`src/rtl/icache_assoc_pkg.sv`:
```
// Shared types and limits for the set-associative instruction cache.
//   icache_state_t : controller state encoding
//   ICACHE_*_MAX   : largest supported associativity / block size
//   min1_clog2     : index width that never collapses to zero bits
package icache_assoc_pkg;

    typedef enum logic {
        IDLE = 1'b0,
        FILL = 1'b1
    } icache_state_t;

    localparam int ICACHE_WAYS_MAX = 4;
    localparam int ICACHE_WPB_MAX  = 8;

    function automatic int min1_clog2(input int n);
        return (n > 1) ? $clog2(n) : 1;
    endfunction

endpackage

```
`src/rtl/icache_assoc_lru.sv`:
```
// Per-set LRU tracker for the instruction cache.
//   clk_i, rst_ni : clock, async active-low reset (all ages cleared)
//   set_i         : set being looked up / touched
//   touch_i       : make way_i the most recently used way of set_i
//   way_i         : way being touched
//   valid_i       : per-way valid bits of set_i
//   victim_o      : lowest invalid way, else the least recently used way
module icache_assoc_lru
    import icache_assoc_pkg::*;
#(
    parameter int SETS = 8,
    parameter int WAYS = 2
) (
    input  logic                         clk_i,
    input  logic                         rst_ni,
    input  logic [$clog2(SETS)-1:0]      set_i,
    input  logic                         touch_i,
    input  logic [min1_clog2(WAYS)-1:0]  way_i,
    input  logic [WAYS-1:0]              valid_i,
    output logic [min1_clog2(WAYS)-1:0]  victim_o
);

    localparam int WAY_W = min1_clog2(WAYS);
    localparam int AGE_W = min1_clog2(WAYS);
    localparam logic [AGE_W-1:0] AGE_MAX = AGE_W'(WAYS - 1);

    // Age 0 is MRU. Ways no older than the touched one age by one (saturating),
    // which keeps the ordering strict once every way has been touched after reset.
    logic [AGE_W-1:0] age_q [SETS][WAYS];

    always_ff @(posedge clk_i or negedge rst_ni) begin
        if (!rst_ni) begin
            for (int s = 0; s < SETS; s++)
                for (int w = 0; w < WAYS; w++)
                    age_q[s][w] <= '0;
        end else if (touch_i) begin
            for (int w = 0; w < WAYS; w++) begin
                if (WAY_W'(w) == way_i)
                    age_q[set_i][w] <= '0;
                else if (age_q[set_i][w] <= age_q[set_i][way_i] && age_q[set_i][w] != AGE_MAX)
                    age_q[set_i][w] <= age_q[set_i][w] + 1'b1;
            end
        end
    end

    always_comb begin
        logic             found;
        logic [WAY_W-1:0] oldest;
        found    = 1'b0;
        oldest   = '0;
        victim_o = '0;
        for (int w = 0; w < WAYS; w++) begin
            if (!valid_i[w] && !found) begin
                victim_o = WAY_W'(w);
                found    = 1'b1;
            end
        end
        for (int w = 1; w < WAYS; w++) begin
            if (age_q[set_i][w] > age_q[set_i][oldest])
                oldest = WAY_W'(w);
        end
        if (!found)
            victim_o = oldest;
    end

endmodule

```
`src/rtl/icache_assoc.sv`:
```
// Set-associative, multi-word-block instruction cache.
//   clk_i, rst_ni      : clock, async active-low reset
//   imem_ren_i         : fetch request
//   imem_addr_i        : fetch byte address, bits [1:0] ignored
//   ihit_o             : imem_load_o valid this cycle (zero-latency hit)
//   imem_load_o        : fetched instruction, 0 when not a hit
//   iren_o, iaddr_o    : memory read request / word address (FILL only)
//   iwait_i, iload_i   : memory not-ready / read data
//   hit_count_o        : number of clock edges that retired a hit
//
// state | meaning
// IDLE  | hit lookup; a miss latches address and victim and starts a fill
// FILL  | fetch the block word by word into the victim way, then back to IDLE
module icache_assoc
    import icache_assoc_pkg::*;
#(
    parameter int SETS          = 8,
    parameter int WAYS          = 2,
    parameter int WORDS_PER_BLK = 2
) (
    input  logic        clk_i,
    input  logic        rst_ni,
    input  logic        imem_ren_i,
    input  logic [31:0] imem_addr_i,
    output logic        ihit_o,
    output logic [31:0] imem_load_o,
    output logic        iren_o,
    output logic [31:0] iaddr_o,
    input  logic        iwait_i,
    input  logic [31:0] iload_i,
    output logic [31:0] hit_count_o
);

    localparam int BOFF_W  = $clog2(WORDS_PER_BLK);
    localparam int IDX_W   = $clog2(SETS);
    localparam int TAG_LSB = 2 + BOFF_W + IDX_W;
    localparam int TAG_W   = 32 - TAG_LSB;
    localparam int WAY_W   = min1_clog2(WAYS);
    localparam int CNT_W   = min1_clog2(WORDS_PER_BLK);

    if (SETS < 2 || WAYS < 1 || WAYS > ICACHE_WAYS_MAX ||
        WORDS_PER_BLK < 1 || WORDS_PER_BLK > ICACHE_WPB_MAX) begin : g_bad_cfg
        $error("icache_assoc: unsupported SETS/WAYS/WORDS_PER_BLK");
    end

    logic [TAG_W-1:0] tag_q   [SETS][WAYS];
    logic [WAYS-1:0]  valid_q [SETS];
    logic [31:0]      data_q  [SETS][WAYS][WORDS_PER_BLK];

    icache_state_t    state_q;
    logic [TAG_W-1:0] miss_tag_q;
    logic [IDX_W-1:0] miss_idx_q;
    logic [WAY_W-1:0] victim_q;
    logic [CNT_W-1:0] wcnt_q;
    logic [31:0]      hit_count_q;

    logic [IDX_W-1:0] req_idx;
    logic [TAG_W-1:0] req_tag;
    logic [CNT_W-1:0] req_off;
    logic [31:0]      fill_addr;
    logic             unused_addr_bits;

    assign req_idx          = imem_addr_i[2+BOFF_W +: IDX_W];
    assign req_tag          = imem_addr_i[TAG_LSB +: TAG_W];
    assign unused_addr_bits = ^imem_addr_i[1:0];

    if (BOFF_W > 0) begin : g_multi_word
        assign req_off   = imem_addr_i[2 +: BOFF_W];
        assign fill_addr = {miss_tag_q, miss_idx_q, wcnt_q, 2'b00};
    end else begin : g_single_word
        assign req_off   = '0;
        assign fill_addr = {miss_tag_q, miss_idx_q, 2'b00};
    end

    logic             hit_any;
    logic [WAY_W-1:0] hit_way;

    always_comb begin
        hit_any = 1'b0;
        hit_way = '0;
        for (int w = 0; w < WAYS; w++) begin
            if (valid_q[req_idx][w] && tag_q[req_idx][w] == req_tag) begin
                hit_any = 1'b1;
                hit_way = WAY_W'(w);
            end
        end
    end

    logic accept, last_word;

    assign ihit_o      = (state_q == IDLE) && imem_ren_i && hit_any;
    assign imem_load_o = ihit_o ? data_q[req_idx][hit_way][req_off] : '0;
    assign iren_o      = (state_q == FILL);
    assign iaddr_o     = (state_q == FILL) ? fill_addr : '0;
    assign hit_count_o = hit_count_q;
    assign accept      = (state_q == FILL) && !iwait_i;
    assign last_word   = accept && (wcnt_q == CNT_W'(WORDS_PER_BLK - 1));

    logic [IDX_W-1:0] lru_set;
    logic [WAY_W-1:0] lru_way;
    logic [WAY_W-1:0] lru_victim;

    // During FILL the tracker must look at the latched set, not the live address.
    assign lru_set = (state_q == FILL) ? miss_idx_q : req_idx;
    assign lru_way = ihit_o ? hit_way : victim_q;

    icache_assoc_lru #(
        .SETS (SETS),
        .WAYS (WAYS)
    ) u_lru (
        .clk_i    (clk_i),
        .rst_ni   (rst_ni),
        .set_i    (lru_set),
        .touch_i  (ihit_o | last_word),
        .way_i    (lru_way),
        .valid_i  (valid_q[lru_set]),
        .victim_o (lru_victim)
    );

    always_ff @(posedge clk_i or negedge rst_ni) begin
        if (!rst_ni) begin
            state_q     <= IDLE;
            miss_tag_q  <= '0;
            miss_idx_q  <= '0;
            victim_q    <= '0;
            wcnt_q      <= '0;
            hit_count_q <= '0;
            for (int s = 0; s < SETS; s++)
                valid_q[s] <= '0;
        end else begin
            case (state_q)
                IDLE: begin
                    if (ihit_o)
                        hit_count_q <= hit_count_q + 32'd1;
                    else if (imem_ren_i) begin
                        state_q    <= FILL;
                        miss_tag_q <= req_tag;
                        miss_idx_q <= req_idx;
                        victim_q   <= lru_victim;
                        wcnt_q     <= '0;
                    end
                end
                FILL: begin
                    if (accept) begin
                        // Invalidate before overwriting so a half-written block never hits.
                        if (wcnt_q == '0)
                            valid_q[miss_idx_q][victim_q] <= 1'b0;
                        wcnt_q <= wcnt_q + 1'b1;
                        if (last_word) begin
                            valid_q[miss_idx_q][victim_q] <= 1'b1;
                            wcnt_q  <= '0;
                            state_q <= IDLE;
                        end
                    end
                end
                default: state_q <= IDLE;
            endcase
        end
    end

    always_ff @(posedge clk_i) begin
        if (accept) begin
            data_q[miss_idx_q][victim_q][wcnt_q] <= iload_i;
            if (last_word)
                tag_q[miss_idx_q][victim_q] <= miss_tag_q;
        end
    end

endmodule

```
`config.mk`:
```
export PLATFORM = sky130hd
export DESIGN_NAME = icache_assoc
export DESIGN_NICKNAME = d
export VERILOG_FILES = /design/src/rtl/icache_assoc_pkg.sv /design/src/rtl/icache_assoc_lru.sv /design/src/rtl/icache_assoc.sv
export SDC_FILE = /design/constraint.sdc
export NUM_CORES = 1
export LEC_CHECK = 0
export CORE_ASPECT_RATIO = 0.5
export CORE_MARGIN = 4
export CORE_UTILIZATION = 41
export CTS_BUF_LIST = sky130_fd_sc_hd__clkbuf_8
export CTS_CLUSTER_DIAMETER = 60
export DETAILED_ROUTE_END_ITERATION = 10
export HOLD_SLACK_MARGIN = 0.12
export SLEW_MARGIN = 20
export SYNTH_ARGS = -nofsm -noshare
export SYNTH_HDL_FRONTEND = slang
export SYNTH_SLANG_ARGS = --single-unit
export TNS_END_PERCENT = 5
```
`constraint.sdc`:
```
create_clock -name clk_i -period 7.15 [get_ports clk_i]
set_input_delay 1.0725 -clock clk_i [delete_from_list [all_inputs] [get_ports clk_i]]
set_output_delay 1.0725 -clock clk_i [all_outputs]
set_load 0.02 [all_outputs]
```
### Yosys cells after proc, flatten, opt, wreduce, memory -nomap -nowiden

Memory sizes are Yosys's and may differ from the RTL's.
Cells that the tools add are included.

| operators by class | value |
|---|---|
| reductions and logical operators | 20 |
| shift operators | 0 |
| order comparisons | 17 |
| bitwise logic cells | 20 |
| $mul | 0 |
| muxes and demuxes | 70 |
| equal/unequal tests | 5 |
| add/sub/neg operators | 4 |
| divide/modulo/power cells | 0 |

Operators by type and width:

| cell | number |
|---|---|
| 64-bit two-way mux | 4 |
| 32-bit two-way mux | 6 |
| 16-bit two-way mux | 9 |
| 128-bit two-way mux | 1 |
| 64-bit demux with 1-bit select | 1 |
| 26-bit equality test | 2 |
| 52-bit two-way mux | 1 |
| 16-bit AND | 3 |
| 16-bit inverter | 3 |
| 32-bit by 1-bit adder with 32-bit output (second input constant) | 1 |
| 16-bit bitwise mux | 2 |
| 32-bit demux with 1-bit select | 1 |
| 26-bit demux with 1-bit select | 1 |
| 26-bit two-way mux | 1 |
| 1-bit two-way mux | 25 |
| 2-bit binary-select mux with 3-bit select | 3 |
| 2-bit demux with 3-bit select | 3 |
| 2-bit two-way mux | 8 |
| 16-bit bitwise OR | 1 |
| 1-bit logical AND | 14 |
| 4-bit greater-or-equal comparator (second input constant) | 3 |
| 3-bit inverter with 4-bit output | 3 |
| 2-bit greater-or-equal comparator (second input constant) | 5 |
| 1-bit inverter with 2-bit output | 5 |
| other kinds (17) | 30 |

| storage, ports and cells | value |
|---|---|
| bits in latches | 0 |
| bits in writable memories | 1440 |
| memories | 2 |
| word-level logic and storage cells | 168 |
| register bits after elaboration | 96 |
| ROM bits | 0 |

Memory list:

| memory | words | width | read ports | clocked after Yosys merged registers in | write ports | RTL line | source |
|---|---|---|---|---|---|---|---|
| data_q | 8 | 128 | 1 | 0 | 1 | icache_assoc.sv:48 | `logic [31:0] data_q [SETS][WAYS][WORDS_PER_BLK];` |
| tag_q | 8 | 52 | 1 | 0 | 1 | icache_assoc.sv:46 | `logic [TAG_W-1:0] tag_q [SETS][WAYS];` |

### Logic depth before layout (Yosys ltp)

| depth | value |
|---|---|
| depth in word-level cells | 21 |
| depth in mapped cells | 16 |
| depth with buffers taken out | 9 |

### Modules after synthesis

A second synthesis with hierarchy kept.

| unflattened totals | value |
|---|---|
| cell total of the unflattened synthesis | 2792 |
| area, all modules | 60088.9 um2 |

Modules (own cells, without submodules):

| module | cells each | area each (um2) | seq. area each (um2) | times used |
|---|---|---|---|---|
| icache_assoc | 2718 | 59234.3 | 45243.4 | 1 |
| icache_assoc_lru | 74 | 854.6 | 400.4 | 1 |

### Least setup slack after synthesis

No wires, ideal clock.

| timing | value |
|---|---|
| path type | in2out |
| start | input port imem_addr_i[5] |
| end | output port imem_load_o[4] |
| stages | 15 |
| arrival | 3.936 ns |
| setup slack | 2.142 ns |
| cells stage by stage | buf_4 > buf_6 > buf_6 > mux4_2 > mux2i_1 > xor2_1 > o2111ai_1 > nor4_4 > and4_1 > buf_2 > buf_6 > buf_2 > a21oi_1 > a221o_1 > a21oi_1 |

| on the way | value |
|---|---|
| cells in the longest elaborated chain, start to end | 14 |
| elaborated cells on any way between the ends | 22 |

RTL lines:

| element | RTL line | source |
|---|---|---|
| from (decl) | icache_assoc.sv:24 | `input logic [31:0] imem_addr_i,` |
| parallel branches: the longest is 13 deep, another holds memory 8 x 52 bit | n/a |  |
| 32-bit two-way mux * | icache_assoc.sv:92 | `assign imem_load_o = ihit_o ? data_q[req_idx][hit_way][req_off] : '0;` |
| to (decl) | icache_assoc.sv:26 | `output logic [31:0] imem_load_o,` |

Mark *: on every way between the ends. The select of a mux whose other input is x is not followed.

### Worst setup path in the final report

| timing | value |
|---|---|
| start | input port imem_addr_i[5] |
| end | output port imem_load_o[28] |

The elaborated chain is that of the path after synthesis.

==> impl_metrics.toml <==
[setup_path]
critical_path.endpoint_type = "primary output"
worstPathMaxFanout = 62
worst_path_required_ns = 6.08
rr_startpoint = "iren_o"
worstSetupPathType = "input pin to primary output"
worst_setup_path_start_kind = "input pin"
critPathArrivalTime_ns = 5.72
worst_setup_path_startpoint = "imem_addr_i[5]"

[synth]
synth_top_flop_cell = "edfxtp_1"
ys_seq_area_frac = 0.751
ys_warn_count = 0
synth-seq-cells = 1536
mappedNetlistArea_um2 = 60800
ys_types = 69
synthesized_netlist_cell_count = 2980
async_reset_ff_frac = 0.0625
postSynthAreaPerCell_um2 = 20.4
number_of_flops_mapped_to_enable_cells_by_yosys = 1440

[timing]
setup_viol_count_final = 0
max_transition_viols_final = 0
achievable-frequency_mhz = 147
timing.max_slew.rel_slack = 0.245
timing_worst_slew_pin_value_ns = 1.13
setup_repair_after_global_routing_missed_its_margin = "no"
finalSetupTns_ns = 0
final.period_utilization = 0.950
final.min_clock_period_ns = 6.79
fin_worst_skew_ns = 0.0427
hold_viol = 0

[grt]
globalRouteTotalUtil = 0.193
grt_max_degree = 97
grt_pass1_vias = 31861
grt_pass1_wl_mm = 219
globalRoute.totalOverflow = 0
grt_antenna_before_repair = 7

[final_layout]
layout-drive-gt1-share = 0.238
num-nets-final = 3372
mostFrequentLayoutCells = "edfxtp_1, mux4_2, clkbuf_8"
fin_util = 0.472
stdcell_area_um2 = 69200
layout.cells.most_common = "edfxtp_1"
n_fill_cell = 12179
finish.cell_count_without_fillers = 5438
flow.area_growth_from_synthesis_pct = 13.8

[drt]
drtPass1Iterations = 5
routed_wirelength_mm = 149
detailedRoute.firstIterationViolations = 3389
vias = 31058
drc_violation_count_after_routing = 0
antenna_violating_nets_post_route = 0
route.detailed.vias_per_inst = 5.71
wl_per_cell_um = 27.5

[placed_design]
dp.cells = 5054
routabilityCongestion = 0.810
port_buffers = 161
detailed_place_hpwl_mm = 84.4
dpl_cell_area_um2 = 65200

[floorplan]
core_footprint_um2 = 147000
die_area_um2 = 155000
rows = 99
die_x_um = 552
io_pins = 166
initial_utilization = 0.415
dieHeight_um = 280

[clock_network]
cts_setup_buffers = 0
clk_transition_reported_paths_ns = 0.06
cts.root.buffer_cell = "clkbuf_8"
tritoncts_clock_tree = "done"
ctsResizeCount = 0
later_pin_clock_latency_in_the_skew_report_ns = 0.91
cts-buffers-inserted = 215
post_cts_hold_buffer_count = 0
h-tree-depth = 4
clock_tree.buffer_depth = 3
clock_sinks = 1536

[power_and_ir_drop]
leakagePower_nw = 22.5
peakVddDrop_mv = 0.143
power_per_cell_area_nw_per_um2 = 288

[min_path]
path_category_of_the_worst_min_delay_check = "input pin to asynchronous set/reset pin"

[run_status]
status = "completed"

[job]
max_cap_violations = 0
[state kept, by name, summed over array words and instances (netlist names)]
signal	count
u_lru.age_q	16
tag_q	416
hit_count_o	32
data_q	1024
victim_q	1
miss_tag_q	26
wcnt_q	1
miss_idx_q	3
iren_o	1
valid_q	16
[logic make-up after synthesis]
| kind of cell | count (synthesis) | share of synthesized area |
|---|---|---|
| flops | 1536 | 0.751 |
| other cells | 1 | 0.0000617 |
| fa+ha+maj | 1 | 0.000206 |
| xor+xnor | 58 | 0.00836 |
| mux | 564 | 0.159 |
| buf+inv | 180 | 0.0170 |
| compound gates | 281 | 0.0327 |
| simple gates | 359 | 0.0312 |
[routing by layer]
layer / up-vias / part of all wire / routed length (um) / GRT usage
met5: - / 0.000047 / 7 / 0
met4: 2 / 0.022 / 3220 / 0.0565
met3: 218 / 0.070 / 10500 / 0.0347
met2: 1172 / 0.46 / 69100 / 0.297
met1: 16654 / 0.45 / 66700 / 0.284
li1: 13012 / - / - / -
[worst paths after layout]
path                            slack (ns)         endpoint  cells past startpoint
worst max-delay path                  0.36  imem_load_o[28]                     16
worst min-delay path                  0.22  hit_count_o[22]                      1
min in group clk_i                    0.47  hit_count_o[31]                      1
worst max register to register        3.31    data_q[4][88]                      5
max in group asynchronous             5.55           iren_o                      2
worst min register to register        0.47  hit_count_o[31]                      1
[metrics by stage]
stage          power, mW  worst slack, ns  hold slack (ns)
2_1_floorplan       12.6             2.14            0.450
3_3_place_gp        13.7            0.444            0.458
3_5_place_dp        13.8            0.448            0.460
4_1_cts             20.1            0.414            0.133
5_1_grt             20.7            0.126            0.193
6_report            19.9            0.357            0.216
[Yosys cell counts, drive strengths merged, types with 13 or more instances]
cell | n | area share
nand3 | 32 | 0.0026
clkbuf | 84 | 0.0052
and2 | 34 | 0.0035
a31oi | 14 | 0.0014
a221oi | 39 | 0.0056
o22ai | 13 | 0.0013
mux2i | 196 | 0.032
a22oi | 33 | 0.0041
o21a | 16 | 0.0020
nand4 | 21 | 0.0022
dfrtp | 96 | 0.040
edfxtp | 1440 | 0.71
mux2 | 51 | 0.0095
xor2 | 31 | 0.0045
nor3 | 16 | 0.0021
a22o | 17 | 0.0025
a21oi | 48 | 0.0041
nor2 | 82 | 0.0051
and3 | 40 | 0.0041
xnor2 | 27 | 0.0039
o21ai | 50 | 0.0043
mux4 | 317 | 0.12
nand2 | 83 | 0.0051
a311oi | 17 | 0.0025
buf | 85 | 0.011
[worst max-delay path, stage by stage]
cell,delay [ns]
buf_6,0.55
buf_4,0.49
mux2i_1,0.25
a22oi_1,0.12
a21o_1,0.23
a211oi_1,0.34
buf_4,0.20
and4_1,0.23
and4_4,0.30
buf_12,0.18
buf_12,0.20
buf_4,0.28
mux2i_1,0.12
mux4_2,0.47
nor2_1,0.35
buf_4,0.22
[power breakdown]
group / internal [mW] / total (mW) / switching, mW
clock: 3.06 / 6.36 / 3.30
sequential: 10.7 / 11.2 / 0.493
combinational: 0.860 / 2.32 / 1.46
total: 14.7 / 19.9 / 5.25
[layout make-up]
class                      count  area [um2]  area share
inverter                      11        43.8    0.000633
clock inverter               149         763      0.0110
multi-input combinational   1265       14500       0.209
clock buffer                 229        3150      0.0456
sequential                  1536       45600       0.660
tap                         1969        2460      0.0356
antenna                        5        12.5    0.000181
timing repair buffer         274        2600      0.0376
No activity file was read; power rests on OpenSTA's default activity.
